--- src/rtl/rvm_muldiv_if.sv ---
// Operation bus for the iterative multiply/divide unit: request side driven by
// the core control FSM, busy/valid/result driven back by the unit.
interface rvm_muldiv_if #(
  parameter int XLEN = 32
);
  logic            start;
  logic            flush;
  logic [2:0]      op;
  logic [XLEN-1:0] lhs;
  logic [XLEN-1:0] rhs;
  logic            busy;
  logic            valid;
  logic [XLEN-1:0] result;

  // Handshake: start is taken only while busy=0 and flush=0; busy stays high
  // until the valid cycle ends; valid pulses once per accepted operation and
  // never follows a flush; result holds from valid until the next acceptance.
  modport master (
    output start, flush, op, lhs, rhs,
    input  busy, valid, result
  );

  modport slave (
    input  start, flush, op, lhs, rhs,
    output busy, valid, result
  );
endinterface

--- src/rtl/rvm_muldiv.sv ---
// Iterative RV32M/RV64M multiply/divide unit: shift-add multiply and restoring
// divide on operand magnitudes, STEPS iterations per clock, sign fix-up at end.
module rvm_muldiv #(
  parameter int XLEN  = 32,
  parameter int STEPS = 1
) (
  input  logic            clk,
  input  logic            reset,
  rvm_muldiv_if.slave     bus,
  output logic [1:0]      dbg_state
);
  localparam int ITERS = XLEN / STEPS;
  localparam int CW    = $clog2(ITERS) + 1;
  localparam logic [XLEN-1:0] MIN_INT = {1'b1, {(XLEN-1){1'b0}}};

  typedef enum logic [1:0] {IDLE = 2'd0, CALC = 2'd1, FIX = 2'd2, DONE = 2'd3} state_t;

  state_t            state, state_nx;
  logic [CW-1:0]     count;
  logic [2*XLEN-1:0] acc, acc_nx, prod_fix;
  logic [XLEN-1:0]   opb, result_q, fix_word;
  logic [2:0]        op_q;
  logic              neg_q;

  // Acceptance decode on the live request
  logic            is_div, lhs_sgn, rhs_sgn, sa, sb, div_zero, div_ovf, special, neg_in;
  logic [XLEN-1:0] mag_a, mag_b, special_res;

  always_comb begin
    is_div   = bus.op[2];
    lhs_sgn  = (bus.op == 3'd1) || (bus.op == 3'd2) || (bus.op == 3'd4) || (bus.op == 3'd6);
    rhs_sgn  = (bus.op == 3'd1) || (bus.op == 3'd4) || (bus.op == 3'd6);
    sa       = lhs_sgn & bus.lhs[XLEN-1];
    sb       = rhs_sgn & bus.rhs[XLEN-1];
    mag_a    = sa ? -bus.lhs : bus.lhs;
    mag_b    = sb ? -bus.rhs : bus.rhs;
    div_zero = is_div && (bus.rhs == '0);
    div_ovf  = is_div && !bus.op[0] && (bus.lhs == MIN_INT) && (bus.rhs == '1);
    special  = div_zero || div_ovf;
    // Remainder follows the dividend's sign; products and quotients use the xor.
    neg_in   = (is_div && bus.op[1]) ? sa : (sa ^ sb);
    if (div_zero) special_res = bus.op[1] ? bus.lhs : '1;
    else          special_res = bus.op[1] ? '0 : bus.lhs;
  end

  // STEPS iterations per clock. Multiply keeps the multiplier in the low half and
  // accumulates into the high half; divide keeps {remainder, quotient}.
  logic [XLEN:0]   sum, rem_shift;
  logic [XLEN-1:0] diff;

  always_comb begin
    acc_nx    = acc;
    sum       = '0;
    rem_shift = '0;
    diff      = '0;
    for (int s = 0; s < STEPS; s++) begin
      if (op_q[2]) begin
        rem_shift = {acc_nx[2*XLEN-1:XLEN], acc_nx[XLEN-1]};
        diff      = rem_shift[XLEN-1:0] - opb;
        if (rem_shift >= {1'b0, opb}) acc_nx = {diff, acc_nx[XLEN-2:0], 1'b1};
        else                          acc_nx = {acc_nx[2*XLEN-2:0], 1'b0};
      end else begin
        sum    = {1'b0, acc_nx[2*XLEN-1:XLEN]} + (acc_nx[0] ? {1'b0, opb} : '0);
        acc_nx = {sum, acc_nx[XLEN-1:1]};
      end
    end
  end

  // The product is negated as a full double word before the high half is taken.
  always_comb begin
    prod_fix = neg_q ? -acc : acc;
    case (op_q)
      3'd0:                fix_word = prod_fix[XLEN-1:0];
      3'd1, 3'd2, 3'd3:    fix_word = prod_fix[2*XLEN-1:XLEN];
      3'd4, 3'd5:          fix_word = neg_q ? -acc[XLEN-1:0] : acc[XLEN-1:0];
      default:             fix_word = neg_q ? -acc[2*XLEN-1:XLEN] : acc[2*XLEN-1:XLEN];
    endcase
  end

  always_ff @(posedge clk or posedge reset) begin
    if (reset) state <= IDLE;
    else       state <= state_nx;
  end

  always_comb begin
    state_nx = state;
    if (bus.flush) begin
      state_nx = IDLE;
    end else begin
      case (state)
        IDLE:    if (bus.start) state_nx = special ? DONE : CALC;
        CALC:    if (count == CW'(1)) state_nx = FIX;
        FIX:     state_nx = DONE;
        default: state_nx = IDLE;
      endcase
    end
  end

  always_comb begin
    bus.busy   = (state != IDLE);
    bus.valid  = (state == DONE) && !bus.flush;
    bus.result = result_q;
    dbg_state  = state;
  end

  always_ff @(posedge clk or posedge reset) begin
    if (reset) begin
      count    <= '0;
      acc      <= '0;
      opb      <= '0;
      op_q     <= '0;
      neg_q    <= 1'b0;
      result_q <= '0;
    end else if (!bus.flush) begin
      case (state)
        IDLE: if (bus.start) begin
          op_q  <= bus.op;
          neg_q <= neg_in;
          count <= CW'(ITERS);
          if (is_div) begin
            acc <= {{XLEN{1'b0}}, mag_a};
            opb <= mag_b;
          end else begin
            acc <= {{XLEN{1'b0}}, mag_b};
            opb <= mag_a;
          end
          if (special) result_q <= special_res;
        end
        CALC: begin
          acc   <= acc_nx;
          count <= count - 1'b1;
        end
        FIX:     result_q <= fix_word;
        default: ;
      endcase
    end
  end
endmodule

--- src/flat_wrapper.sv ---
// flat-port wrapper written by rule: the top's interface ports become plain ports
module rvm_muldiv_flat 
#(
  parameter int XLEN  = 32,
  parameter int STEPS = 1
)
  (clk, reset, dbg_state, bus_start, bus_flush, bus_op, bus_lhs, bus_rhs, bus_busy, bus_valid, bus_result);
  rvm_muldiv_if #(.XLEN(XLEN)) bus_i ();
  input  logic clk;
  input  logic reset;
  output logic [1:0] dbg_state;
  input wire logic [$bits(bus_i.start)-1:0] bus_start;
  input wire logic [$bits(bus_i.flush)-1:0] bus_flush;
  input wire logic [$bits(bus_i.op)-1:0] bus_op;
  input wire logic [$bits(bus_i.lhs)-1:0] bus_lhs;
  input wire logic [$bits(bus_i.rhs)-1:0] bus_rhs;
  output wire logic [$bits(bus_i.busy)-1:0] bus_busy;
  output wire logic [$bits(bus_i.valid)-1:0] bus_valid;
  output wire logic [$bits(bus_i.result)-1:0] bus_result;
  assign bus_i.start = bus_start;
  assign bus_i.flush = bus_flush;
  assign bus_i.op = bus_op;
  assign bus_i.lhs = bus_lhs;
  assign bus_i.rhs = bus_rhs;
  assign bus_busy = bus_i.busy;
  assign bus_valid = bus_i.valid;
  assign bus_result = bus_i.result;
  rvm_muldiv #(.XLEN(XLEN), .STEPS(STEPS)) u_core (.clk(clk), .reset(reset), .bus(bus_i), .dbg_state(dbg_state));
endmodule
--- config.mk ---
export PLATFORM = sky130hd
export DESIGN_NAME = rvm_muldiv_flat
export DESIGN_NICKNAME = d
export VERILOG_FILES = /design/src/rtl/rvm_muldiv_if.sv /design/src/rtl/rvm_muldiv.sv /design/src/flat_wrapper.sv
export SDC_FILE = /design/constraint.sdc
export NUM_CORES = 1
export LEC_CHECK = 0
export CAP_MARGIN = 20
export CORE_ASPECT_RATIO = 0.7
export CORE_MARGIN = 3
export CORE_UTILIZATION = 29
export DETAILED_ROUTE_END_ITERATION = 6
export SLEW_MARGIN = 20
export SYNTH_ARGS = -nofsm -noshare
export SYNTH_HDL_FRONTEND = slang
export SYNTH_SLANG_ARGS = --single-unit
--- constraint.sdc ---
create_clock -name clk -period 7.2 [get_ports clk]
set_input_delay 2.16 -clock clk [delete_from_list [all_inputs] [get_ports clk]]
set_output_delay 2.16 -clock clk [all_outputs]
set_load 0.01 [all_outputs]
==> flow_summary.yaml, run 1 <==
die:
  core.rowCount: 69
  die_w_um: 280
  dieArea_um2: 55300
  io_pins: 107
  core-area_um2: 51300
  die_y_um: 198
  initial_utilization_pct: 29.7
route:
  wire_per_inst_um: 24.1
  num_vias: 16500
  route.detailed.drc: 0
  first_pass_iters: 6
  ant_nets: 0
  drt_iter0_markers: 2695
  routed_wl_mm: 66.5
  viasPerCell: 5.98
logic_synthesis:
  synth_fp_nets: 2222
  synth_seq_area_share_pct: 23.0
  synth_mux_area_share_pct: 3.68
  synth-edff-count: 0
  yosysWarnings: 0
  synth-seq-cells: 140
  yosys.area_share.adder_pct: 7.63
  synth_top_area_share_pct: 23.0
  synth-xor-area-share_pct: 9.84
  synth.distinct_cells: 85
  syn_area_um2: 15200
  synth-compound-area-share_pct: 28.5
  synth_area_leaders: "dfrtp_1 (23%), a21oi_1 (6.7%), ha_1 (6.2%), o21ai_0 (6.1%), nand2_1 (5.5%)"
  ys.flop_type: "dfrtp_1"
  async_flop_share_pct: 100
  synth_top_family_by_area: "compound AO/OA/AOI/OAI gates"
  synth_cells: 2073
  avgSynthCellArea_um2: 7.34
  synth_top_area_cell: "dfrtp_1"
  synth_simple_gate_area_share_pct: 21.1
setup_path:
  cpMaxStageDelayCell: "clkdlybuf4s50_1"
  arrival_ns: 3.54
  path_cells: "clkdlybuf4s50_1 -> nor2b_1 -> clkdlybuf4s50_1"
  cp-startpoint: "bus_flush"
  worstSetupPathType: "primary input to output pin"
  startpoint_type: "primary input"
  critPathMaxFanout: 9
  rrSetupSlack_ns: 1.89
  critPathMostFrequentCell: "clkdlybuf4s50_1"
  r2r-start: "u_core.acc[0]$_DFFE_PP0P_"
  path_buf_inv: 2
  critPathTopFamily: "buffers and inverters"
  slowest_delay_ns: 0.64
  end_kind: "output pin"
  cp.required_ns: 5.04
place:
  preCtsSetupSlack_ns: 1.26
  place.gp.congestion: 1.00
  dpl_cell_area_um2: 16700
  dp_hpwl_mm: 51.8
  port_buffers: 106
  dp.cells: 2730
clock_network:
  cts_setup_buffers: 0
  cts_tree: "done"
  h-tree-depth: 4
  cts_inserted_buffers: 17
  hold_buffers: 0
  cts.sinks: 140
  cts_root_buf: "clkbuf_16"
  insertion_delay_ns: 0.46
  clockBufferDepth: 2
  clk_pin_slew_ns: 0.07
  cts_resized: 0
grt:
  grt_pass1_vias: 14600
  grt_max_degree: 114
  grt_overflow: 0
  antenna_found_initial: 5
  grt.total_usage_pct: 23.4
  grt_pass1_wl_mm: 97.4
power:
  power.leakage_nw: 7.04
  fin_total_pwr_mw: 8.55
  power.density_nw_per_um2: 492
  ir_worst_vdd_mv: 0.197
finish:
  finalNetCount: 2225
  multi_input_area_um2: 10800
  fin_cells: 2764
  nFillCells: 5494
  final_area_um2: 17400
  drive_gt1_share_pct: 6.18
  post-route-util_pct: 33.9
  areaGrowthSynthToFinish_pct: 14.1
  ff_latch_area_um2: 3510
timing:
  fmax_mhz: 175
  setup_violations: 0
  worstMarginPinSlew_ns: 1.07
  rsz0062_at_grt: "no"
  slew_violations: 0
  hold_viol_final: 0
  min_period_ns: 5.70
  fin_crit_sh_pct: 79.2
  clock_skew_ns: 0.0159
  fin_tns_setup_ns: 0
  max_slew_margin_pct: 28.0
  layout_setup_ws_ns: 1.50
  holdWs_ns: 0.483
outcome:
  status: "finished, final reports clean"
worst_hold_path:
  hold_start: "u_core.opb[24]$_DFFE_PP0P_"
  min_path_type: "register to register"
job:
  maxCapViolCount: 0
## metal layers
layer,share of wire [%],vias to the layer above,wire [µm],global-route usage (%)
li1,-,7526,-,-
met1,46,7882,30800,36.5
met2,36,1032,24200,29.4
met3,16,76,10500,9.26
met4,1.6,4,1070,4.25
met5,0.039,-,26,0
## power by group
group | total, mW | internal [mW] | switching, mW | leakage (nW)
Clock | 0.993 | 0.561 | 0.433 | 0.308
Combinational | 5.75 | 2.15 | 3.60 | 4.97
Sequential | 1.80 | 1.12 | 0.687 | 1.76
Total | 8.55 | 3.83 | 4.72 | 7.04
## worst paths after layout
kind | endpoint | cells after the start
min reg2reg | u_core.opb[24]$_DFFE_PP0P_ | 2
max reg2reg | u_core.acc[62]$_DFFE_PP0P_ | 13
min | u_core.opb[24]$_DFFE_PP0P_ | 2
max | bus_valid | 3
min in group asynchronous | u_core.opb[25]$_DFFE_PP0P_ | 2
max in group asynchronous | u_core.neg_q$_DFFE_PP0P_ | 3
## registers in the layout, summed over array words and instances, names as in the netlist
| register | count |
|---|---|
| u_core.dbg_state | 2 |
| u_core.acc | 64 |
| u_core.opb | 32 |
| u_core.neg_q | 1 |
| u_core.op_q | 3 |
| u_core.count | 6 |
| u_core.bus.result | 32 |
## cells in the final DEF (no fill, tap or decap), types with 27 or more instances in the layout
cell             instances
nor3_1                  52
nand2_1                224
o31ai_1                 27
buf_4                   34
dfrtp_1                138
mux2i_1                 29
ha_1                    74
o21ai_0                183
nand3_1                 38
xor2_1                  77
nor2_1                 224
a21o_1                  33
inv_1                   69
a211oi_1                29
a21oi_1                204
xnor2_1                 94
o211ai_1                32
clkdlybuf4s50_1        105
## worst register-to-register path, cell delays in order, from the launching register on
cell and delay (ns):
dfrtp_1 0.56, inv_1 0.75, nor2_1 0.13, ha_1 0.26, a211oi_1 0.29, o21ai_0 0.22, o21ai_0 0.57, o21ai_0 0.50
a41oi_1 0.54, o22ai_1 0.18, o41a_1 0.48, a221oi_1 0.37, xor2_1 0.20, o221ai_1 0.12
## cell families after synthesis
| kind of cell | count (synthesis) |
|---|---|
| flops | 140 |
| fa+ha+maj | 95 |
| xor+xnor | 171 |
| compound gates | 694 |
| simple gates | 692 |
| buf+inv | 228 |
| mux | 53 |
## final cells by class
type                       count  area share [%]
antenna                        1          0.0144
clock buffer                  17            2.45
clock inverter                15            1.18
inverter                      72            1.59
multi-input combinational   1705            62.1
sequential                   140            20.2
tap                          674            4.86
timing repair buffer         140            7.64
## cell usage after synthesis, types with 7 or more instances
| cell | n |
|---|---|
| a211oi_1 | 29 |
| a21o_1 | 33 |
| a21oi_1 | 204 |
| a221oi_1 | 8 |
| a22oi_1 | 15 |
| a31oi_1 | 25 |
| and2_1 | 8 |
| and3_1 | 11 |
| buf_1 | 7 |
| buf_2 | 10 |
| clkbuf_1 | 127 |
| dfrtp_1 | 140 |
| ha_1 | 76 |
| inv_1 | 71 |
| maj3_1 | 17 |
| mux2_2 | 24 |
| mux2i_1 | 29 |
| nand2_1 | 224 |
| nand2b_1 | 16 |
| nand3_1 | 38 |
| nand4_1 | 20 |
| nor2_1 | 224 |
| nor2b_1 | 9 |
| nor3_1 | 52 |
| nor3b_1 | 8 |
| nor4_1 | 20 |
| o211ai_1 | 32 |
| o21a_1 | 12 |
| o21ai_0 | 184 |
| o21ai_1 | 9 |
| o221ai_1 | 18 |
| o22ai_1 | 13 |
| o31ai_1 | 27 |
| o41ai_1 | 16 |
| or2_2 | 7 |
| or3_1 | 15 |
| or4_1 | 18 |
| xnor2_1 | 94 |
| xor2_1 | 77 |
Power figures use the tool's default switching activity.
==> run 2, diff against run 1 <==
==> constraint.sdc (replaced) <==
create_clock -name clk -period 4.7 [get_ports clk]
set_input_delay 1.41 -clock clk [delete_from_list [all_inputs] [get_ports clk]]
set_output_delay 1.41 -clock clk [all_outputs]
set_load 0.01 [all_outputs]
==> flow_summary.yaml, run 2 (synthesis gave the netlist of run 1 again) <==
place:
  dp_hpwl_mm: 53.9
  preCtsSetupSlack_ns: -0.126
  port_buffers: 106
  place.gp.congestion: 0.986
power:
  swShare_pct: 55.0
  power.leakage_nw: 7.49
  power.density_nw_per_um2: 729
  p_clk_share_pct: 10.3
  power_frac_comb_pct: 70.5
  fin_total_pwr_mw: 13.2
  ir_worst_vdd_mv: 0.326
  net-switching-power_mw: 7.25
  seq_power_share_pct: 19.3
  intPower_mw: 5.92
route:
  wire_per_inst_um: 23.7
  viasPerCell: 5.93
  drt_iter0_markers: 2697
  ant_nets: 0
  first_pass_iters: 5
  num_vias: 17000
  route.detailed.drc: 0
  routed_wl_mm: 67.8
grt:
  grt_overflow: 0
  grt_pass1_wl_mm: 99.5
  grt.total_usage_pct: 23.8
  antenna_found_initial: 0
  grt_max_degree: 86
  grt_pass1_vias: 14900
worst_hold_path:
  min_path_type: "register to register"
setup_path:
  worstSetupPathType: "register to register"
  startpoint_type: "register"
  critPathMaxFanout: 8
  rrSetupSlack_ns: 0.17
  arrival_ns: 4.87
  cp.required_ns: 5.05
  end_kind: "register"
die:
  die_y_um: 198
  die_w_um: 280
  core-area_um2: 51300
  initial_utilization_pct: 29.7
  dieArea_um2: 55300
  core.rowCount: 69
  io_pins: 107
timing:
  rsz0062_at_grt: "no"
  holdWs_ns: 0.485
  fmax_mhz: 221
  fin_crit_sh_pct: 96.3
  slew_violations: 0
  layout_setup_ws_ns: 0.174
  min_period_ns: 4.53
  clock_skew_ns: 0.0186
  setup_violations: 0
  hold_viol_final: 0
  max_slew_margin_pct: 36.7
  worstMarginPinSlew_ns: 0.939
clock_network:
  cts_tree: "done"
  cts.sinks: 140
  cts_root_buf: "clkbuf_16"
  insertion_delay_ns: 0.46
  clk_pin_slew_ns: 0.07
  h-tree-depth: 4
  cts_inserted_buffers: 17
  clockBufferDepth: 2
  cts_setup_buffers: 0
finish:
  diodes: 0
  largest_reg_flops: 64
  multi_input_area_um2: 10800
  finalNetCount: 2321
  areaGrowthSynthToFinish_pct: 18.8
  drive_gt1_share_pct: 10.2
  final_cell_mix: "nand2_1 (224), nor2_1 (224), a21oi_1 (204)"
  ff_latch_area_um2: 3510
  largest_register: "u_core.acc"
  nFillCells: 5431
outcome:
  status: "finished, final reports clean"
job:
  maxCapViolCount: 0
==> run 2: cell count changes in the layout (fill, tap and decap cells not counted), sizes merged <==
cell,change
buf,+96
clkbuf,+6
inv,-6
bufinv,-2
clkinv,+1
clkinvlp,+1
diode,-1
==> run 2: critical path, stage by stage, from the launching register on <==
cell      delay, ns
dfrtp_1        0.38
inv_1          0.40
buf_4          0.24
nor2_1         0.05
ha_1           0.34
a21o_1         0.22
a21o_1         0.18
a21o_1         0.19
o211ai_1       0.62
a311oi_1       0.26
o31ai_1        0.60
nand2b_1       0.12
a21oi_1        0.31
o311ai_0       0.20
a32o_1         0.28
==> run 2: path summary, 6_finish.rpt <==
| path | to | depth (start not counted) | startpoint |
|---|---|---|---|
| max | u_core.acc[63]$_DFFE_PP0P_ | 14 | u_core.acc[0]$_DFFE_PP0P_ |
| min | u_core.opb[10]$_DFFE_PP0P_ | 2 | u_core.opb[10]$_DFFE_PP0P_ |
| max reg2reg | u_core.acc[63]$_DFFE_PP0P_ | 14 | u_core.acc[0]$_DFFE_PP0P_ |
| min reg2reg | u_core.opb[10]$_DFFE_PP0P_ | 2 | u_core.opb[10]$_DFFE_PP0P_ |
| max in group asynchronous | u_core.bus.result[3]$_DFFE_PP0P_ | 3 | reset |
| min in group asynchronous | u_core.opb[10]$_DFFE_PP0P_ | 2 | reset |
==> run 2: timing repair <==
item | in CTS | in global routing
hold buffers | 0 | 0
setup endpoints to repair | 0 | 1
gates resized for setup | 0 | 1
==> run 2: final cells by class <==
type,count,area share [%]
multi-input cells,1705,59.7
well taps,674,4.67
clock buffers,23,2.59
inverters,72,1.52
flip-flops and latches,140,19.4
repair buffers,236,11.6
clock inverters,9,0.485
==> run 2: power groups by stage <==
| stage | Combinational [mW] | Clock, mW | Sequential [mW] |
|---|---|---|---|
| after CTS | 8.97 | 1.37 | 2.49 |
| after global placement | 8.83 | 0 | 2.49 |
| after detailed placement | 8.93 | 0 | 2.51 |
| after floorplan | 6.23 | 0 | 2.18 |
| final | 9.28 | 1.35 | 2.54 |
| after global routing | 9.98 | 1.41 | 2.58 |
==> run 2: routing by layer <==
metal / vias to the layer above / share of wire [%] / track usage, %
met4: 0 / 1.4 / 3.58
met1: 8093 / 48 / 38.4
met3: 68 / 14 / 6.40
met5: - / 0 / 0
met2: 1062 / 37 / 30.9
li1: 7728 / - / -
==> run 2: through the flow <==
step,util (%),setup TNS (ns),cell area (µm²),instances
4_1_cts,35.2,0,18100,2859
3_3_place_gp,34.1,-0.451,17500,2827
2_1_floorplan,-,0,15200,2073
6_report,35.2,0,18100,2859
3_5_place_dp,34.1,-1.25,17500,2827
5_1_grt,35.2,0,18100,2859
